===== src/rtl/controle_acesso_perfil.sv =====
// controle_acesso_perfil: request front-end for the profile permission check.
// It captures profile/function, hands them to an external comparator, samples the
// verdict and answers via a req/ack handshake. After MAX_NEG consecutive denials
// the interface locks for LOCK_CYCLES cycles.
// Optional macro NEG_LOG_EN adds a log of the most recently denied request.
module controle_acesso_perfil #(
    parameter int MAX_NEG     = 3,
    parameter int LOCK_CYCLES = 16
) (
    input  logic       clk,
    input  logic       rst_n,
    input  logic       req,
    input  logic [2:0] perfil,
    input  logic [2:0] funcao,
    input  logic       perm_ok,
    output logic [2:0] perfil_out,
    output logic [2:0] funcao_out,
    output logic       ack,
    output logic       concedido,
    output logic       negado,
    output logic       bloqueado,
    output logic [3:0] cnt_neg
`ifdef NEG_LOG_EN
    ,
    output logic [2:0] ult_perfil,
    output logic [2:0] ult_funcao,
    output logic       ult_valido
`endif
);

    localparam logic [3:0] MAX_NEG_C   = 4'(MAX_NEG);
    localparam logic [7:0] LOCK_INIT_C = 8'(LOCK_CYCLES - 1);

    typedef enum logic [1:0] {
        OCIOSO   = 2'd0,
        AVALIA   = 2'd1,
        RESPOSTA = 2'd2,
        BLOQUEIO = 2'd3
    } estado_t;

    estado_t    state_q, state_d;
    logic       settle_q, settle_d;
    logic [2:0] perfil_q, perfil_d;
    logic [2:0] funcao_q, funcao_d;
    logic       ack_q, ack_d;
    logic       concedido_q, concedido_d;
    logic       negado_q, negado_d;
    logic       bloqueado_q, bloqueado_d;
    logic [3:0] cnt_q, cnt_d;
    logic [7:0] lock_q, lock_d;
`ifdef NEG_LOG_EN
    logic [2:0] ult_perfil_q, ult_perfil_d;
    logic [2:0] ult_funcao_q, ult_funcao_d;
    logic       ult_valido_q, ult_valido_d;
`endif

    // State and output registers; asynchronous reset returns everything to idle.
    always_ff @(posedge clk or negedge rst_n) begin
        if (!rst_n) begin
            state_q     <= OCIOSO;
            settle_q    <= 1'b0;
            perfil_q    <= '0;
            funcao_q    <= '0;
            ack_q       <= 1'b0;
            concedido_q <= 1'b0;
            negado_q    <= 1'b0;
            bloqueado_q <= 1'b0;
            cnt_q       <= '0;
            lock_q      <= '0;
`ifdef NEG_LOG_EN
            ult_perfil_q <= '0;
            ult_funcao_q <= '0;
            ult_valido_q <= 1'b0;
`endif
        end else begin
            state_q     <= state_d;
            settle_q    <= settle_d;
            perfil_q    <= perfil_d;
            funcao_q    <= funcao_d;
            ack_q       <= ack_d;
            concedido_q <= concedido_d;
            negado_q    <= negado_d;
            bloqueado_q <= bloqueado_d;
            cnt_q       <= cnt_d;
            lock_q      <= lock_d;
`ifdef NEG_LOG_EN
            ult_perfil_q <= ult_perfil_d;
            ult_funcao_q <= ult_funcao_d;
            ult_valido_q <= ult_valido_d;
`endif
        end
    end

    // Next-state and next-output logic; every register holds unless changed below.
    always_comb begin
        state_d     = state_q;
        settle_d    = settle_q;
        perfil_d    = perfil_q;
        funcao_d    = funcao_q;
        ack_d       = ack_q;
        concedido_d = concedido_q;
        negado_d    = negado_q;
        bloqueado_d = bloqueado_q;
        cnt_d       = cnt_q;
        lock_d      = lock_q;
`ifdef NEG_LOG_EN
        ult_perfil_d = ult_perfil_q;
        ult_funcao_d = ult_funcao_q;
        ult_valido_d = ult_valido_q;
`endif
        case (state_q)
            OCIOSO: begin
                if (req) begin
                    perfil_d = perfil;
                    funcao_d = funcao;
                    settle_d = 1'b0;
                    state_d  = AVALIA;
                end
            end
            AVALIA: begin
                // First edge only lets the comparator settle on the new fields;
                // the verdict is sampled on the second, giving ack two edges
                // after capture.
                if (!settle_q) begin
                    settle_d = 1'b1;
                end else begin
                    state_d = RESPOSTA;
                    ack_d   = 1'b1;
                    if (perm_ok) begin
                        concedido_d = 1'b1;
                        cnt_d       = '0;
                    end else begin
                        negado_d = 1'b1;
                        cnt_d    = (cnt_q >= MAX_NEG_C) ? MAX_NEG_C : cnt_q + 4'd1;
`ifdef NEG_LOG_EN
                        ult_perfil_d = perfil_q;
                        ult_funcao_d = funcao_q;
                        ult_valido_d = 1'b1;
`endif
                    end
                end
            end
            RESPOSTA: begin
                if (!req) begin
                    ack_d       = 1'b0;
                    concedido_d = 1'b0;
                    negado_d    = 1'b0;
                    if (cnt_q == MAX_NEG_C) begin
                        state_d     = BLOQUEIO;
                        bloqueado_d = 1'b1;
                        lock_d      = LOCK_INIT_C;
                    end else begin
                        state_d = OCIOSO;
                    end
                end
            end
            BLOQUEIO: begin
                // Requests are ignored here; counter runs LOCK_CYCLES-1 down to 0.
                if (lock_q == 8'd0) begin
                    bloqueado_d = 1'b0;
                    cnt_d       = '0;
                    state_d     = OCIOSO;
                end else begin
                    lock_d = lock_q - 8'd1;
                end
            end
            default: state_d = OCIOSO;
        endcase
    end

    assign perfil_out = perfil_q;
    assign funcao_out = funcao_q;
    assign ack        = ack_q;
    assign concedido  = concedido_q;
    assign negado     = negado_q;
    assign bloqueado  = bloqueado_q;
    assign cnt_neg    = cnt_q;
`ifdef NEG_LOG_EN
    assign ult_perfil = ult_perfil_q;
    assign ult_funcao = ult_funcao_q;
    assign ult_valido = ult_valido_q;
`endif

endmodule


===== config.mk =====
export PLATFORM = sky130hd
export DESIGN_NAME = controle_acesso_perfil
export DESIGN_NICKNAME = d
export VERILOG_FILES = /design/src/rtl/controle_acesso_perfil.sv
export SDC_FILE = /design/constraint.sdc
export NUM_CORES = 1
export LEC_CHECK = 0
export BUFFER_PORTS_ARGS = -buffer_cell sky130_fd_sc_hd__buf_2
export CORE_MARGIN = 4
export CORE_UTILIZATION = 50
export DETAILED_ROUTE_END_ITERATION = 12
export GPL_TIMING_DRIVEN = 0
export HOLD_SLACK_MARGIN = 0.15
export PLACE_DENSITY = 0.74
export RECOVER_POWER = 50
export SLEW_MARGIN = 5
export SYNTH_ARGS = -nofsm -noshare
export SYNTH_HDL_FRONTEND = slang
export SYNTH_SLANG_ARGS = --single-unit
export TNS_END_PERCENT = 50

===== constraint.sdc =====
create_clock -name clk -period 1.9 [get_ports clk]
set_clock_uncertainty 0.2 [all_clocks]
set_input_delay 0.285 -clock clk [delete_from_list [all_inputs] [get_ports clk]]
set_output_delay 0.285 -clock clk [all_outputs]
set_load 0.005 [all_outputs]

==> metrics.md <==
| Metric | Value |
|---|---|
| Worst skew pair latency | `0.32 ns` |
| Max Fclk | `0.556 GHz` |
| H-tree Lvls | `1` |
| RD Place Congestion | `0.791` |
| Synth cell types | `32` |
| Run status | `completed` |
| Final Hold Vio Count | `0` |
| Metal2 WL | `1200 um` |
| WL met1 | `1030 um` |
| Pwr dens | `1330 mW/mm^2` |
| Crit. End Element | `register` |
| Fin. max-slew vios | `0` |
| Seq pwr share | `0.479` |
| Switching pwr | `0.767 mW` |
| Area grow syn2layout | `24.7%` |
| Crit path kind | `reg2reg` |
| Net Count, Synth | `123` |
| I/O pins | `24` |
| Register area share after synthesis | `0.511` |
| Worst slew pin tran | `0.602 ns` |
| Internal | `1.27 mW` |
| Wirelength per Cell | `13.5 um` |
| Vias after detailed routing | `974` |
| Filler cells | `168` |
| Worst path bufs/invs | `2` |
| Sw Ratio | `0.376` |
| Critical path fanouts, max | `10` |
| N_diodes | `0` |
| CP max-delay cell | `dlygate4sd3_1` |
| Mapped cell area | `0.00122 mm^2` |
| Fin area | `0.00153 mm^2` |
| Share of layout cells above drive strength 1 | `0.315` |
| Gr ovfl total | `0` |
| Final net count | `163` |
| Final HPWL DP | `1670 um` |
| I/O Buffers | `23` |
| Worst path top cell family by delay | `buffers and inverters` |
| Period Utilization, post-route | `0.947` |
| Max IR drop VDD | `0.974 mV` |
| Initial antenna violation count | `0` |
| Clk pwr share | `0.115` |
| Die W | `57.5 um` |
| Top-area cell type share of the netlist area | `0.511` |
| Chip height | `57.5 um` |
| Vias/cell | `5.50` |
| Slowest stage delay, CP | `0.57 ns` |
| Longest Clk Path Bufs | `2` |
| Final core utilization | `0.671` |
| CTS tree | `built` |
| Critical Path AT | `1.82 ns` |
| Cells after Synth | `110` |
| Crit start category | `register` |
| Antenna Violating Nets Remaining | `0` |
| Placeable Area | `0.00228 mm^2` |
| Largest net degree at the start of global routing | `26` |
| Syn_area_per_cell | `11.1 um^2` |
| Highest routed metal layer | `met4` |
| Flop and latch count out of synthesis | `25` |
| DRC errors left | `0` |
| Most area-consuming cells after synthesis | `dfrtp_1 (51%), mux2_2 (6.4%), o21ai_0 (3.7%), a21o_1 (3.1%), ha_1 (3.1%)` |
| Root Buffer | `clkbuf_4` |
| # rows | `17` |
| Slew HR | `0.599` |
| First-pass detailed-route iteration total | `5` |
| Setup TNS | `0 ns` |
| Die area | `0.00330 mm^2` |
| Final setup vio count | `0` |
| Pleak | `0.712 nW` |
| Post-synth top area cell | `dfrtp_1` |
| Worst path required time | `1.92 ns` |
| Max-cap viol count | `0` |
| Vias in the first global route | `960` |
| Hold/Removal Path Class | `in2async` |
| First-pass GRT wire length | `4200 um` |
| Part of the power in combinational logic | `0.406` |
| Met3 wire length | `118 um` |
| YS warnings | `0` |
| CTS Buf Count | `3` |
| Minimum clock period after layout | `1.80 ns` |
| Final WL | `2400 um` |
| Clock transition at path regs | `0.14 ns` |
| Total GRT Usage | `0.164` |
| Critical-path cell list | `clkbuf_1, o21ai_0, dlygate4sd3_1` |
| Placement Cell Area | `0.00137 mm^2` |
| Starting DRT DRC Count | `15` |
| Starting density of the core | `0.538` |
| Clk sink count | `25` |
==> cell usage in the layout, fill, tap and decap left out, types with 4 or more instances in the layout <==
cell           Yosys  final
dfrtp_1           25     25
a21oi_1            4      4
buf_2              1     22
nand2_1            4      4
nor2_1             7      7
mux2_2             7      7
inv_1              7      6
dlygate4sd3_1      0     10
o21ai_0            9      9
a31oi_1            4      4
a21o_1             5      5
==> Yosys cell counts <==
cell and n:
a2111oi_0 2, a211oi_1 3, a21o_1 5, a21oi_1 4, a21oi_2 1, a22oi_1 1, a31oi_1 4, and2_1 2
and4_1 1, buf_2 1, buf_6 1, clkbuf_1 1, clkbuf_8 1, dfrtp_1 25, ha_1 3, inv_1 7
mux2_2 7, mux2i_1 1, nand2_1 4, nand2b_1 3, nand3_1 3, nand4bb_1 1, nor2_1 7, nor2_2 2
nor2b_1 1, nor3_1 3, nor3b_2 2, nor4_4 1, nor4b_2 1, o21ai_0 9, o21bai_1 1, xnor2_1 2
==> final timing paths <==
kind                                from             to  slack [ns]  depth (start not counted)
min in group clk           perfil_out[0]  perfil_out[0]        0.32                          1
max in group asynchronous          rst_n      lock_q[1]        0.81                          2
hold reg to reg            perfil_out[0]  perfil_out[0]        0.32                          1
setup / recovery              state_q[1]      concedido        0.10                          3
hold / removal                     rst_n     cnt_neg[2]        0.28                          2
setup reg to reg              state_q[1]      concedido        0.10                          3
==> what timing repair did <==
item	4_1_cts	5_1_grt
resized for setup	0	3
buffers inserted	0	2
hold buffers	10	0
hold endpoints to repair	36	0
setup endpoints to repair	0	9
==> through the flow <==
step / setup WS, ns / hold slack [ns] / power [mW] / std cells
after global placement: 0.0838 / 0.0951 / 1.70 / 161
after CTS: 0.0218 / 0.289 / 2.02 / 175
final: 0.100 / 0.282 / 2.04 / 177
after global routing: -0.0109 / 0.337 / 2.21 / 177
after floorplan: 0.192 / -0.211 / 1.48 / 110
after detailed placement: 0.0415 / 0.108 / 1.75 / 161
==> area by class of cell <==
type / instances / area (um^2) / area share
multi-input cells: 74 / 549 / 0.360
plain buffers: 4 / 33.8 / 0.0221
clock buffers: 3 / 22.5 / 0.0148
repair buffers: 35 / 229 / 0.150
well taps: 28 / 35.0 / 0.0230
inverters: 7 / 26.3 / 0.0172
flip-flops and latches: 25 / 626 / 0.410
clock inverters: 1 / 5.00 / 0.00328
==> power groups by stage <==
stage | clock (mW) | combinational, mW | sequential (mW)
floorplan | 0 | 0.533 | 0.952
global placement | 0 | 0.744 | 0.958
detailed placement | 0 | 0.778 | 0.976
CTS | 0.244 | 0.807 | 0.966
global route | 0.271 | 0.936 | 1.01
finish | 0.235 | 0.826 | 0.977
==> state kept, by name, summed over array words and instances, names as in the netlist <==
name        cells
settle_q        1
lock_q          8
negado          1
concedido       1
perfil_out      3
bloqueado       1
cnt_neg         4
state_q         2
ack             1
funcao_out      3
==> kinds of logic (layout without fill, tap and decap cells) <==
| kind of cell | Yosys count | count (layout) | share of synthesized area |
|---|---|---|---|
| and+or+nand+nor | 31 | 31 | 0.166 |
| AOI/OAI and AO/OA | 30 | 30 | 0.156 |
| DFF | 25 | 25 | 0.511 |
| buffers and inverters | 11 | 50 | 0.0491 |
| muxes | 8 | 8 | 0.0726 |
| adders and majority gates | 3 | 3 | 0.0307 |
| xor gates and xnor gates | 2 | 2 | 0.0143 |
==> worst register-to-register path, stage by stage (launching register included) <==
cell	delay, ns
dfrtp_1	0.46
clkbuf_1	0.34
o21ai_0	0.14
dlygate4sd3_1	0.57
==> layer usage <==
metal / global-route usage / vias up
met5: 0 / -
met4: 0.0795 / 0
met3: 0.0271 / 8
met2: 0.282 / 34
met1: 0.197 / 459
li1: - / 473
Power figures use the tool's default switching activity.
